[src/rtl/router_pkg.sv]
// router_pkg: shared states, widths and header packing for the router packet framer.
package router_pkg;
  localparam int ADDR_W = 2;
  localparam int LEN_W = 6;
  localparam int MAX_LEN = 63;
  localparam logic [ADDR_W-1:0] INVALID_ADDR = 2'b11;
  typedef enum logic [2:0] {IDLE, LOAD, HEADER, PAYLOAD, PARITY, GAP} state_t;
  function automatic logic [7:0] pack_header(input logic [LEN_W-1:0] len, input logic [ADDR_W-1:0] addr);
    return {len, addr};
  endfunction
endpackage

[src/rtl/router_pkt_framer_if.sv]
// router_pkt_framer_if: request, payload and router-side bus of the framer.
// FRAMER_PARITY_CORRUPT_EN adds the corrupt_parity request qualifier.
interface router_pkt_framer_if #(parameter int CNT_W = 16);
  import router_pkg::*;
  logic req_valid, req_ready;
  logic [ADDR_W-1:0] req_addr;
  logic [LEN_W-1:0] req_len;
  logic pl_valid, pl_ready;
  logic [7:0] pl_data;
  logic busy, packet_valid, drop_pulse;
  logic [7:0] pkt_data;
  logic [CNT_W-1:0] pkts_sent;
`ifdef FRAMER_PARITY_CORRUPT_EN
  logic corrupt_parity;
  modport master(
    input req_valid, req_addr, req_len, pl_valid, pl_data, busy, corrupt_parity,
    output req_ready, pl_ready, packet_valid, pkt_data, drop_pulse, pkts_sent
  );
  modport slave(
    output req_valid, req_addr, req_len, pl_valid, pl_data, busy, corrupt_parity,
    input req_ready, pl_ready, packet_valid, pkt_data, drop_pulse, pkts_sent
  );
`else
  modport master(
    input req_valid, req_addr, req_len, pl_valid, pl_data, busy,
    output req_ready, pl_ready, packet_valid, pkt_data, drop_pulse, pkts_sent
  );
  modport slave(
    output req_valid, req_addr, req_len, pl_valid, pl_data, busy,
    input req_ready, pl_ready, packet_valid, pkt_data, drop_pulse, pkts_sent
  );
`endif
endinterface

[src/rtl/router_pkt_framer_buf.sv]
// framer_buf: 64x8 payload store with synchronous write and asynchronous read.
module framer_buf
  import router_pkg::*;
(
  input  logic             clk,
  input  logic             we,
  input  logic [LEN_W-1:0] wr_addr,
  input  logic [7:0]       wr_data,
  input  logic [LEN_W-1:0] rd_addr,
  output logic [7:0]       rd_data
);
  logic [7:0] mem [0:MAX_LEN];
  always_ff @(posedge clk)
    if (we) mem[wr_addr] <= wr_data;
  assign rd_data = mem[rd_addr];
endmodule

[src/rtl/router_pkt_framer.sv]
// router_pkt_framer: buffers a payload, then emits header/payload/parity to the router honouring busy.
// FRAMER_PARITY_CORRUPT_EN: a request flagged corrupt_parity gets an inverted parity byte.
module router_pkt_framer
  import router_pkg::*;
#(
  parameter int GAP_CYCLES = 2,
  parameter int CNT_W = 16
) (
  input logic clk,
  input logic resetn,
  router_pkt_framer_if.master bus
);
  state_t state;
  logic [ADDR_W-1:0] addr;
  logic [LEN_W-1:0] len, wr_cnt, rd_cnt;
  logic [7:0] parity, parity_out, rd_data;
  logic [3:0] gap_cnt;
  logic pl_fire, last_wr;
  assign bus.req_ready = state == IDLE;
  assign bus.pl_ready = state == LOAD;
  assign pl_fire = bus.pl_valid && state == LOAD;
  assign last_wr = wr_cnt == len - LEN_W'(1);
`ifdef FRAMER_PARITY_CORRUPT_EN
  logic corrupt;
  assign parity_out = corrupt ? ~parity : parity;
`else
  assign parity_out = parity;
`endif
  framer_buf u_buf (
    .clk,
    .we(pl_fire),
    .wr_addr(wr_cnt),
    .wr_data(bus.pl_data),
    .rd_addr(rd_cnt),
    .rd_data
  );
  always_ff @(posedge clk or negedge resetn)
    if (!resetn) begin
      state <= IDLE;
      addr <= '0;
      len <= '0;
      wr_cnt <= '0;
      rd_cnt <= '0;
      parity <= '0;
      gap_cnt <= '0;
`ifdef FRAMER_PARITY_CORRUPT_EN
      corrupt <= 1'b0;
`endif
      bus.packet_valid <= 1'b0;
      bus.pkt_data <= '0;
      bus.drop_pulse <= 1'b0;
      bus.pkts_sent <= '0;
    end else begin
      bus.drop_pulse <= 1'b0;
      case (state)
        IDLE: if (bus.req_valid) begin
          addr <= bus.req_addr;
          len <= bus.req_len;
          parity <= '0;
          wr_cnt <= '0;
`ifdef FRAMER_PARITY_CORRUPT_EN
          corrupt <= bus.corrupt_parity;
`endif
          if (bus.req_addr == INVALID_ADDR || bus.req_len == '0) bus.drop_pulse <= 1'b1;
          else state <= LOAD;
        end
        LOAD: if (bus.pl_valid) begin
          wr_cnt <= wr_cnt + LEN_W'(1);
          parity <= parity ^ bus.pl_data ^ (last_wr ? pack_header(len, addr) : 8'h00);
          if (last_wr) begin
            state <= HEADER;
            rd_cnt <= '0;
            bus.packet_valid <= 1'b1;
            bus.pkt_data <= pack_header(len, addr);
          end
        end
        // rd_cnt is 0 in HEADER and len >= 1, so only PAYLOAD can reach the parity step
        HEADER, PAYLOAD: if (!bus.busy) begin
          if (rd_cnt == len) begin
            state <= PARITY;
            bus.packet_valid <= 1'b0;
            bus.pkt_data <= parity_out;
          end else begin
            state <= PAYLOAD;
            bus.pkt_data <= rd_data;
            rd_cnt <= rd_cnt + LEN_W'(1);
          end
        end
        PARITY: if (!bus.busy) begin
          bus.pkt_data <= '0;
          bus.pkts_sent <= bus.pkts_sent + CNT_W'(1);
          gap_cnt <= '0;
          state <= GAP_CYCLES == 0 ? IDLE : GAP;
        end
        GAP: begin
          gap_cnt <= gap_cnt + 4'd1;
          if (gap_cnt == 4'(GAP_CYCLES - 1)) state <= IDLE;
        end
        default: state <= IDLE;
      endcase
    end
endmodule
[src/flat_wrapper.sv]
// flat-port wrapper written by rule: the top's interface ports become plain ports
module router_pkt_framer_flat import router_pkg::*;
#(
  parameter int GAP_CYCLES = 2,
  parameter int CNT_W = 16
)
  (clk, resetn, bus_req_valid, bus_req_addr, bus_req_len, bus_pl_valid, bus_pl_data, bus_busy, bus_req_ready, bus_pl_ready, bus_packet_valid, bus_pkt_data, bus_drop_pulse, bus_pkts_sent);
  router_pkt_framer_if #(.CNT_W(CNT_W)) bus_i ();
  input logic clk;
  input logic resetn;
  input wire logic [$bits(bus_i.req_valid)-1:0] bus_req_valid;
  input wire logic [$bits(bus_i.req_addr)-1:0] bus_req_addr;
  input wire logic [$bits(bus_i.req_len)-1:0] bus_req_len;
  input wire logic [$bits(bus_i.pl_valid)-1:0] bus_pl_valid;
  input wire logic [$bits(bus_i.pl_data)-1:0] bus_pl_data;
  input wire logic [$bits(bus_i.busy)-1:0] bus_busy;
  output wire logic [$bits(bus_i.req_ready)-1:0] bus_req_ready;
  output wire logic [$bits(bus_i.pl_ready)-1:0] bus_pl_ready;
  output wire logic [$bits(bus_i.packet_valid)-1:0] bus_packet_valid;
  output wire logic [$bits(bus_i.pkt_data)-1:0] bus_pkt_data;
  output wire logic [$bits(bus_i.drop_pulse)-1:0] bus_drop_pulse;
  output wire logic [$bits(bus_i.pkts_sent)-1:0] bus_pkts_sent;
  assign bus_i.req_valid = bus_req_valid;
  assign bus_i.req_addr = bus_req_addr;
  assign bus_i.req_len = bus_req_len;
  assign bus_i.pl_valid = bus_pl_valid;
  assign bus_i.pl_data = bus_pl_data;
  assign bus_i.busy = bus_busy;
  assign bus_req_ready = bus_i.req_ready;
  assign bus_pl_ready = bus_i.pl_ready;
  assign bus_packet_valid = bus_i.packet_valid;
  assign bus_pkt_data = bus_i.pkt_data;
  assign bus_drop_pulse = bus_i.drop_pulse;
  assign bus_pkts_sent = bus_i.pkts_sent;
  router_pkt_framer #(.GAP_CYCLES(GAP_CYCLES), .CNT_W(CNT_W)) u_core (.clk(clk), .resetn(resetn), .bus(bus_i));
endmodule
[config.mk]
export PLATFORM = sky130hd
export DESIGN_NAME = router_pkt_framer_flat
export DESIGN_NICKNAME = d
export VERILOG_FILES = /design/src/rtl/router_pkg.sv /design/src/rtl/router_pkt_framer_if.sv /design/src/rtl/router_pkt_framer_buf.sv /design/src/rtl/router_pkt_framer.sv /design/src/flat_wrapper.sv
export SDC_FILE = /design/constraint.sdc
export NUM_CORES = 1
export LEC_CHECK = 0
export BUFFER_PORTS_ARGS = -buffer_cell sky130_fd_sc_hd__buf_2
export CORE_ASPECT_RATIO = 0.5
export CORE_MARGIN = 2
export CORE_UTILIZATION = 50
export CTS_CLUSTER_DIAMETER = 80
export DETAILED_ROUTE_END_ITERATION = 10
export GPL_TIMING_DRIVEN = 0
export PLACE_DENSITY = 0.66
export SLEW_MARGIN = 20
export SYNTH_ARGS = -nofsm -noshare
export SYNTH_HDL_FRONTEND = slang
export SYNTH_SLANG_ARGS = --single-unit
[constraint.sdc]
create_clock -name clk -period 3 [get_ports clk]
set_clock_uncertainty 0.15 [all_clocks]
set_input_delay 0.6 -clock clk [delete_from_list [all_inputs] [get_ports clk]]
set_output_delay 0.6 -clock clk [all_outputs]
set_load 0.05 [all_outputs]
==> results.toml, run 1 <==
[run_status]
status = "finished, violations left"
violations = "setup timing"

[cts]
clk_latency_ns = 0.58
cts-root-buf = "clkbuf_16"
cts.reportedPaths.clkPinSlew_ns = 0.07
cts_buffer_depth = 3
cts-buffers-inserted = 50
clkSinkCount = 573
cts_tree = "yes"
h-tree-depth = 2

[placed_design]
place_hpwl_um = 38900
dpl_cell_area_mm2 = 0.0246
port-buffer-count = 48
gp_congestion = 0.922

[grt]
grt_pass1_vias = 12817
globalRoute.totalOverflow = 0
grt_max_degree = 68
grt_util_met3 = 0.0598
met1_usage = 0.367
antenna_found_initial = 1
use_met2 = 0.366
grtUsageTotal = 0.246
gr-max-usage-layer = "met1"
grt_pass1_wl_um = 86700

[final_layout]
fin_nets = 1445
drive_gt1_frac = 0.280
final_area_mm2 = 0.0270
multi_input_area_mm2 = 0.00669
syn_to_final_growth_pct = 14.6
fillCellCount = 3457
seq_area_mm2 = 0.0169
diodes = 0

[synth]
yosys_warnings = 0
netlist_area_mm2 = 0.0235
ys_seq_area_frac = 0.718
yosys_most_used_dff = "edfxtp_1"
synth_edf_count = 512
postSynth.asyncResetShare = 0.106
synth.distinct_cells = 69
synth.avg_cell_area_um2 = 17.9
yosys_register_bits = 573
syn_inst = 1312
syn_nets = 1339

[sta]
rsz0062_at_grt = "true"
min_period_ns = 3.03
drv_slew = 0
clock.fmax_mhz = 330
hold_violations = 0
setup_ws_ns = -0.0266
relSlewSlack = 0.411
fin_crit_sh = 1.01
tightest_slew_ns = 0.883
setup_violations = 1

[floorplan]
start_util = 0.504
pin_count = 49
die_h_um = 157
die_w_um = 311
fp.dieArea_mm2 = 0.0489
coreArea_mm2 = 0.0467
row_count = 56

[worst_setup_path]
crit_chain = "buf_6 -> buf_12 -> buf_12 -> buf_12 -> mux4_2 -> mux2i_1 -> a221oi_1 -> nand2_1 -> a211oi_1"
startpoint = "u_core.rd_cnt[0]"
critPathKind = "reg2reg"
worstSetupEndpointType = "flip-flop"
slowest_stage = "mux4_2"
rrSetupSlack_ns = -0.03
crit_top_cell = "buf_12"
critPathTopFamily = "multiplexers"
cp.arrival_ns = 3.33
reg2reg_depth = 9
max_stage_delay_ns = 0.52
cp.required_ns = 3.30
cp.depth = 9
timing.rr.start = "u_core.rd_cnt[0]"
r2r_end = "u_core.bus.pkt_data[3]"
start_kind = "flip-flop"
cp_max_fo = 10
cp_num_buf_inv = 4

[routing]
dr.first_iter.drc_count = 1514
vias_per_cell = 6.29
route.detailed.drc = 0
vias = 13191
postRouteWirelength_um = 59900
avgRoutedWirePerCell_um = 28.6
first_pass_iters = 5
drtAntennaViolNets = 0

[pwr]
finalPower_mw = 22.6
p_per_area_mw_per_mm2 = 836
leakagePower_nw = 8.68
vdd_drop_max_mv = 0.417

[worst_hold_path]
whs_path_depth = 3
min_to = "u_core.len[2]"
min_from = "bus_req_len[2]"
hold_path_class = "in2reg"

[job]
maxCapViolCount = 0
-- metal layers --
| metal | wire length, µm | vias up |
|---|---|---|
| met4 | 1100 | 4 |
| met2 | 26700 | 718 |
| li1 | - | 5530 |
| met3 | 6400 | 94 |
| met1 | 25700 | 6845 |
| met5 | 85 | - |
-- layout make-up --
cell class | count | area share
Sequential cell | 573 | 0.626
Clock buffer | 65 | 0.0508
Multi-Input combinational cell | 651 | 0.248
Timing Repair Buffer | 54 | 0.0119
Buffer | 77 | 0.0222
Clock inverter | 27 | 0.00978
Inverter | 11 | 0.00153
Tap cell | 638 | 0.0296
-- stage by stage --
stage | hold slack, ns | setup WS [ns] | util | TNS, ns | std cells
floorplan | 0.154 | 0.0617 | - | 0 | 1312
global placement | 0.310 | -0.750 | 0.527 | -176.48 | 1998
detailed placement | 0.313 | -0.805 | 0.528 | -214.12 | 1999
CTS | 0.0990 | -0.346 | 0.570 | -39.67 | 2096
global route | 0.115 | -0.132 | 0.578 | -11.12 | 2096
finish | 0.108 | -0.0266 | 0.578 | -0.0266 | 2096
-- worst register-to-register path: stages (launching register included) --
cell and delay [ns]:
dfrtp_1 0.46, buf_6 0.21, buf_12 0.18, buf_12 0.17, buf_12 0.17, mux4_2 0.53, mux2i_1 0.51, a221oi_1 0.22
nand2_1 0.19, a211oi_1 0.10
-- what timing repair did --
action	CTS	global route
setup endpoints to repair	520	420
hold endpoints to repair	61	0
hold buffers	1	0
pin swaps	2	5
setup buffers	4	0
resized for setup	90	97
-- registers in the layout (all words and copies together) (netlist names) --
register,flops
u_core.addr,2
u_core.bus.drop_pulse,1
u_core.bus.packet_valid,1
u_core.bus.pkt_data,8
u_core.bus.pkts_sent,16
u_core.gap_cnt,4
u_core.len,6
u_core.parity,8
u_core.rd_cnt,6
u_core.state,3
u_core.u_buf.mem,512
u_core.wr_cnt,6
-- cells by family (layout without fill, tap and decap cells) --
family / after synthesis / in the layout / share of synthesized area
DFF: 573 / 573 / 0.718
buffers and inverters: 88 / 234 / 0.0249
and+or+nand+nor: 236 / 236 / 0.0485
xor gates and xnor gates: 33 / 33 / 0.0123
adders and majority gates: 6 / 6 / 0.00319
muxes: 183 / 183 / 0.132
AOI/OAI and AO/OA: 193 / 193 / 0.0611
-- report_power, final --
group	internal [mW]	total [mW]	leakage, nW	switching [mW]
logic	2.67	6.73	2.51	4.06
clock network	3.66	6.51	0.793	2.85
registers	9.04	9.33	5.38	0.289
total	15.4	22.6	8.68	7.21
-- worst max path at each step --
stage / endpoint / slack, ns
3_5_place_dp: u_core.u_buf.mem[20][1] / -0.81
6_report: u_core.bus.pkt_data[3] / -0.03
5_1_grt: u_core.u_buf.mem[6][3] / -0.13
4_1_cts: u_core.u_buf.mem[25][0] / -0.35
3_3_place_gp: u_core.u_buf.mem[20][1] / -0.75
2_1_floorplan: u_core.parity[3] / 0.06
-- cells in the mapped netlist (all sizes together), types with 6 or more instances --
cell | count | area (µm²)
mux2 | 10 | 113
nor3 | 14 | 85.1
inv | 11 | 41.3
nor2b | 11 | 68.8
o31ai | 15 | 113
a2111oi | 8 | 108
o22ai | 19 | 119
and3 | 6 | 37.5
mux2i | 73 | 731
nor2 | 101 | 382
o221ai | 14 | 123
edfxtp | 512 | 15400
o21a | 6 | 45.0
o21ai | 30 | 150
a22oi | 9 | 67.6
xnor2 | 23 | 201
buf | 55 | 462
dfrtp | 61 | 1530
and3b | 8 | 70.1
a221oi | 8 | 76.3
nand3 | 17 | 85.1
a21oi | 18 | 90.1
mux4 | 100 | 2270
clkbuf | 22 | 82.6
a211oi | 28 | 210
nand2 | 40 | 150
a22o | 9 | 78.8
o211ai | 6 | 50.1
ha | 6 | 75.1
nand4 | 8 | 50.1
xor2 | 10 | 87.6
-- placed cells by master (no fill, tap or decap), types with 10 or more instances in the layout --
cell type	netlist	routed
edfxtp_1	512	512
mux4_2	96	96
mux2i_1	73	67
buf_2	24	62
dfrtp_1	61	61
clkbuf_16	0	52
nor2_4	0	45
nand2_1	40	37
nor2_1	100	34
a211oi_1	28	28
o21ai_0	27	27
xnor2_1	23	23
clkbuf_1	22	22
nor2_2	1	22
buf_4	7	18
o22ai_1	19	17
a21oi_1	18	15
o31ai_1	15	15
nand3_1	17	12
nor3_1	11	11
nor2b_1	11	11
buf_12	9	11
xor2_1	10	10
Note: power is estimated with default switching activity, not from simulation.
==> run 2: changes to the inputs <==
--- a/config.mk
+++ b/config.mk
@@ -12,7 +12,7 @@
 export CTS_CLUSTER_DIAMETER = 80
 export DETAILED_ROUTE_END_ITERATION = 10
 export GPL_TIMING_DRIVEN = 0
-export PLACE_DENSITY = 0.66
+export PLACE_DENSITY = 0.75
 export SLEW_MARGIN = 20
 export SYNTH_ARGS = -nofsm -noshare
 export SYNTH_HDL_FRONTEND = slang
==> results.toml, run 2 (synthesis results as in run 1) <==
[final_layout]
fillCellCount = 3346
reg_top3 = "u_core.u_buf.mem x512, u_core.bus.pkts_sent x16"
largest_reg_flops = 512
final_cell_mix = "512 x edfxtp_1, 96 x mux4_2, 73 x mux2i_1"
drive_gt1_frac = 0.271
final_common_cell = "edfxtp_1"
syn_to_final_growth_pct = 14.2
fin_nets = 1450
top_register = "u_core.u_buf.mem"

[worst_setup_path]
crit_path_end = "u_core.u_buf.mem[24][1]"
startpoint = "u_core.state[0]"
slowest_stage = "nor2_2"
cp_max_fo = 9
r2r_end = "u_core.u_buf.mem[24][1]"
cp.depth = 7
critPathTopFamily = "simple AND/OR/NAND/NOR gates"
reg2reg_depth = 7
cp.arrival_ns = 3.20
critPathKind = "reg2reg"
timing.rr.start = "u_core.state[0]"
worstSetupEndpointType = "flip-flop"
crit_top_cell = "nor2_2"
cp_num_buf_inv = 2
crit_chain = "buf_2 -> inv_2 -> nor3_4 -> nand2_1 -> nor2_2 -> nand2_2 -> nor2_2"
rrSetupSlack_ns = -0.13
max_stage_delay_ns = 0.57
cp.required_ns = 3.07
start_kind = "flip-flop"

[routing]
avgRoutedWirePerCell_um = 28.2
vias_per_cell = 6.40
dr.first_iter.drc_count = 1884
postRouteWirelength_um = 59300
first_pass_iters = 5
route.detailed.drc = 0
drtAntennaViolNets = 0
vias = 13446

[floorplan]
coreArea_mm2 = 0.0467
die_h_um = 157
start_util = 0.504
pin_count = 49
die_w_um = 311
row_count = 56
fp.dieArea_mm2 = 0.0489

[sta]
setup_ws_ns = -0.133
tightest_slew_ns = 0.949
fin_crit_sh = 1.04
fin_tns_setup_ns = -6.75
relSlewSlack = 0.367
hold_violations = 0
clock.fmax_mhz = 319
drv_slew = 0
rsz0062_at_grt = "true"
setup_violations = 88
min_period_ns = 3.13

[placed_design]
gp_congestion = 0.928
port-buffer-count = 48
post-place-ws_ns = -0.850
place_hpwl_um = 37600

[grt]
grt_util_met3 = 0.0470
met1_usage = 0.343
grt_max_degree = 68
grt_pass1_vias = 13107
use_met2 = 0.371
grt_pass1_wl_um = 85400
globalRoute.totalOverflow = 0
antenna_found_initial = 1
gr-max-usage-layer = "met2"
grtUsageTotal = 0.239

[pwr]
clockPowerShare = 0.279
p_int_mw = 15.0
pwr-share-seq = 0.421
leakagePower_nw = 8.63
p_per_area_mw_per_mm2 = 821
finalPower_mw = 22.1
pwr-share-comb = 0.300
p_switching_mw = 7.09
swShare = 0.321
vdd_drop_max_mv = 0.463

[run_status]
status = "finished, violations left"
violations = "setup timing"

[cts]
clkSinkCount = 573
cts_tree = "yes"
cts-buffers-inserted = 50
h-tree-depth = 2
cts.reportedPaths.clkPinSlew_ns = 0.07
cts-root-buf = "clkbuf_16"
clk_latency_ns = 0.59
cts_buffer_depth = 3

[job]
maxCapViolCount = 0

[worst_hold_path]
hold_path_class = "in2reg"
==> run 2: cell count changes in the layout (fill, tap and decap cells not counted), sizes merged <==
cell and delta:
bufinv -3, buf +6, diode +1, clkbuf -3, clkinv +2, inv +1
==> run 2: per-layer routing <==
layer  part of all wire  vias to the layer above
li1                   -                     5532
met1               0.41                     6977
met2               0.46                      826
met3               0.10                      111
met4              0.028                        0
met5                  0                        -
==> run 2: what timing repair did <==
item / in CTS / in global routing
setup endpoints to repair: 519 / 440
pin swaps: 2 / 12
buffers inserted: 5 / 6
resized for setup: 100 / 61
hold buffers: 1 / 0
endpoints found under the hold margin: 61 / 0
==> run 2: power groups by stage <==
stage               sequential (mW)  clock, mW  combinational, mW
floorplan                      9.60          0               4.16
global placement               9.44          0               6.08
detailed placement             9.46          0               6.20
CTS                            9.30       6.17               6.36
global route                   9.33       6.49               6.96
finish                         9.30       6.16               6.62
==> run 2: worst min-delay path by stage <==
stage | from | to | slack, ns | cells past startpoint
finish | bus_req_len[0] | u_core.len[0] | 0.10 | 3
global placement | u_core.gap_cnt[3] | u_core.gap_cnt[3] | 0.31 | 1
detailed placement | u_core.bus.pkts_sent[15] | u_core.bus.pkts_sent[15] | 0.31 | 1
CTS | bus_req_len[0] | u_core.len[0] | 0.09 | 3
floorplan | resetn | u_core.addr[0] | 0.15 | 0
global route | bus_req_len[3] | u_core.len[3] | 0.11 | 2
==> run 2: layout make-up <==
cell class	count	area, µm²	share of cell area
Sequential cell	573	16900	0.628
Clock buffer	63	1330	0.0495
Antenna cell	1	2.50	0.0000930
Clock inverter	27	194	0.00721
Tap cell	638	798	0.0297
Multi-Input combinational cell	651	6640	0.247
Timing Repair Buffer	60	430	0.0160
Buffer	76	559	0.0208
Inverter	11	41.3	0.00154
==> run 2: worst min-delay path, stage by stage <==
cell and delay, ns:
buf_2 0.10, nand2_1 0.05, o21ai_0 0.06
==> run 2: metrics by stage <==
step	cell area (µm²)	utilization	std cells	hold WS (ns)
after global routing	26900	0.576	2099	0.113
final	26900	0.576	2100	0.102
after global placement	24600	0.527	1998	0.312
after floorplan	23500	-	1312	0.154
after detailed placement	24600	0.527	1998	0.315
after CTS	26500	0.568	2093	0.0902
==> run 3: changes to the inputs <==
--- a/config.mk
+++ b/config.mk
@@ -6,14 +6,17 @@
 export NUM_CORES = 1
 export LEC_CHECK = 0
 export BUFFER_PORTS_ARGS = -buffer_cell sky130_fd_sc_hd__buf_2
+export CAP_MARGIN = 5
 export CORE_ASPECT_RATIO = 0.5
 export CORE_MARGIN = 2
 export CORE_UTILIZATION = 50
 export CTS_CLUSTER_DIAMETER = 80
+export CTS_CLUSTER_SIZE = 40
 export DETAILED_ROUTE_END_ITERATION = 10
 export GPL_TIMING_DRIVEN = 0
 export PLACE_DENSITY = 0.75
 export SLEW_MARGIN = 20
 export SYNTH_ARGS = -nofsm -noshare
 export SYNTH_HDL_FRONTEND = slang
+export SYNTH_HIERARCHICAL = 1
 export SYNTH_SLANG_ARGS = --single-unit
==> results.toml, run 3 <==
[grt]
globalRoute.totalOverflow = 0
grt_pass1_wl_um = 80800
grt_pass1_vias = 12495
antenna_found_initial = 0
grt_max_degree = 67
grtUsageTotal = 0.227

[synth]
postSynth.asyncResetShare = 0.106
synth_simple_gate_area_frac = 0.0553
synth_common_cells = "512 x edfxtp_1, 126 x mux4_2, 100 x nor2_1"
synth_edf_count = 512
netlist_area_mm2 = 0.0234
synth-adder-area-share = 0.00320
syn_nets = 1300
yosys_warnings = 6
synth_area_leaders = "edfxtp_1 66%, mux4_2 12%, dfrtp_1 6.5%"
yosys_most_used_dff = "edfxtp_1"
synth_top_family_by_area = "multiplexers"
synth.distinct_cells = 69
synth_xor_area_frac = 0.0123
synth_mux_area_frac = 0.151
synth_top_cell_by_area = "edfxtp_1"
synth.avg_cell_area_um2 = 18.4
yosys_register_bits = 573
syn_inst = 1273
yosysMostFrequentCell = "edfxtp_1"
ys_seq_area_frac = 0.721
synth_compound_area_frac = 0.0387
synth_top_area_frac = 0.656

[pwr]
leakagePower_nw = 8.46
p_per_area_mw_per_mm2 = 818
vdd_drop_max_mv = 0.412

[worst_setup_path]
max_stage_delay_ns = 0.54
crit_chain = "buf_12 -> buf_16 -> buf_4 -> mux4_2 -> mux4_2 -> nor2_2 -> o32ai_2 -> mux2i_1 -> o21ai_0 -> mux2_2"
critPathKind = "reg2reg"
start_kind = "flip-flop"
crit_top_cell = "mux4_2"
critPathTopFamily = "multiplexers"
slowest_stage = "mux4_2"
cp_max_fo = 9
cp.required_ns = 3.32
cp_num_buf_inv = 3
worstSetupEndpointType = "flip-flop"
cp.arrival_ns = 3.49

[final_layout]
syn_to_final_growth_pct = 13.1
seq_area_mm2 = 0.0169
diodes = 0
final_cell_mix = "512 x edfxtp_1, 126 x mux4_2, 58 x dfrtp_1"
reg_top3 = "u_core/u_buf/mem x512, u_core/bus.pkts_sent x16"
fin_nets = 1403
final_common_cell = "edfxtp_1"
fillCellCount = 3318
top_register = "u_core/u_buf/mem"
drive_gt1_frac = 0.318
multi_input_area_mm2 = 0.00686
largest_reg_flops = 512

[floorplan]
die_w_um = 310
coreArea_mm2 = 0.0466
start_util = 0.503
fp.dieArea_mm2 = 0.0487
row_count = 56
die_h_um = 157
pin_count = 49

[routing]
drtAntennaViolNets = 0
postRouteWirelength_um = 55500
first_pass_iters = 5
dr.first_iter.drc_count = 1713
avgRoutedWirePerCell_um = 27.4
route.detailed.drc = 0
vias = 12907
vias_per_cell = 6.37

[sta]
fin_tns_setup_ns = -0.667
rsz0062_at_grt = "true"
setup_ws_ns = -0.170
fin_crit_sh = 1.06
hold_violations = 0
relSlewSlack = 0.350
drv_slew = 0
min_period_ns = 3.17
tightest_slew_ns = 0.974
clock.fmax_mhz = 315
setup_violations = 7

[placed_design]
post-place-ws_ns = -1.07
gp_congestion = 0.952
place_hpwl_um = 35800
port-buffer-count = 48

[cts]
h-tree-depth = 1
cts-root-buf = "clkbuf_16"
cts_tree = "yes"
cts_buffer_depth = 3
clkSinkCount = 573
cts.reportedPaths.clkPinSlew_ns = 0.15
clk_latency_ns = 0.59
cts-buffers-inserted = 18

[worst_hold_path]
hold_path_class = "in2reg"

[run_status]
violations = "setup timing"
status = "finished, violations left"

[job]
maxCapViolCount = 0
## run 3: cell families after synthesis
family	Yosys count
adder cells (fa/ha/maj)	6
AND/OR/NAND/NOR	268
XOR/XNOR	32
multiplexers	191
buffers and inverters	81
AO/OA/AOI/OAI	122
flip-flops	573
## run 3: timing repair
item                                   CTS  global route
pin swaps                               13            20
setup endpoints to repair              520           519
gates resized for setup                222            33
gates cloned                             0             1
endpoints found under the hold margin   61             0
buffers inserted                        14            19
hold buffers                             1             0
## run 3: cell type report
class,count,area share
plain buffers,66,0.0243
clock buffers,28,0.0192
clock inverters,4,0.00127
inverters,14,0.00198
multi-input cells,619,0.259
flip-flops and latches,573,0.638
well taps,638,0.0301
repair buffers,84,0.0266
## run 3: per-stage QoR
stage	total power, mW	utilization	cell area (µm²)	hold slack [ns]	instances
3_5_place_dp	17.0	0.527	24600	0.322	1960
5_1_grt	22.4	0.569	26500	0.109	2026
4_1_cts	21.2	0.559	26100	0.0973	2007
3_3_place_gp	16.8	0.527	24500	0.307	1959
2_1_floorplan	14.6	-	23500	0.154	1273
6_report	21.7	0.569	26500	0.120	2026
## run 3: path summary, 6_finish.rpt
| kind | startpoint | to | slack, ns | cells after the start |
|---|---|---|---|---|
| min in group asynchronous | resetn | u_core/bus.pkt_data[3] | 0.47 | 2 |
| worst max-delay path | u_core/rd_cnt[0] | u_core/bus.pkt_data[6] | -0.17 | 10 |
| worst min-delay path | bus_req_valid | u_core/wr_cnt[4] | 0.12 | 2 |
| worst max register to register | u_core/rd_cnt[0] | u_core/bus.pkt_data[6] | -0.17 | 10 |
| max in group asynchronous | resetn | u_core/rd_cnt[4] | 1.67 | 2 |
| worst min register to register | u_core/bus.pkts_sent[15] | u_core/bus.pkts_sent[15] | 0.35 | 1 |
## run 3: power by group
part | internal [mW] | switching [mW] | total (mW)
sequential | 9.07 | 0.402 | 9.47
clock | 1.23 | 2.24 | 3.47
combinational | 3.60 | 5.14 | 8.74
total | 13.9 | 7.78 | 21.7
## run 3: routing by layer
layer  vias to the layer above  wire length, µm  global-route usage
met3                        96             5660              0.0386
met2                       683            26300               0.361
met1                      6816            22100               0.334
met5                         -                0                   0
met4                         0             1460              0.0515
li1                       5312                -                   -
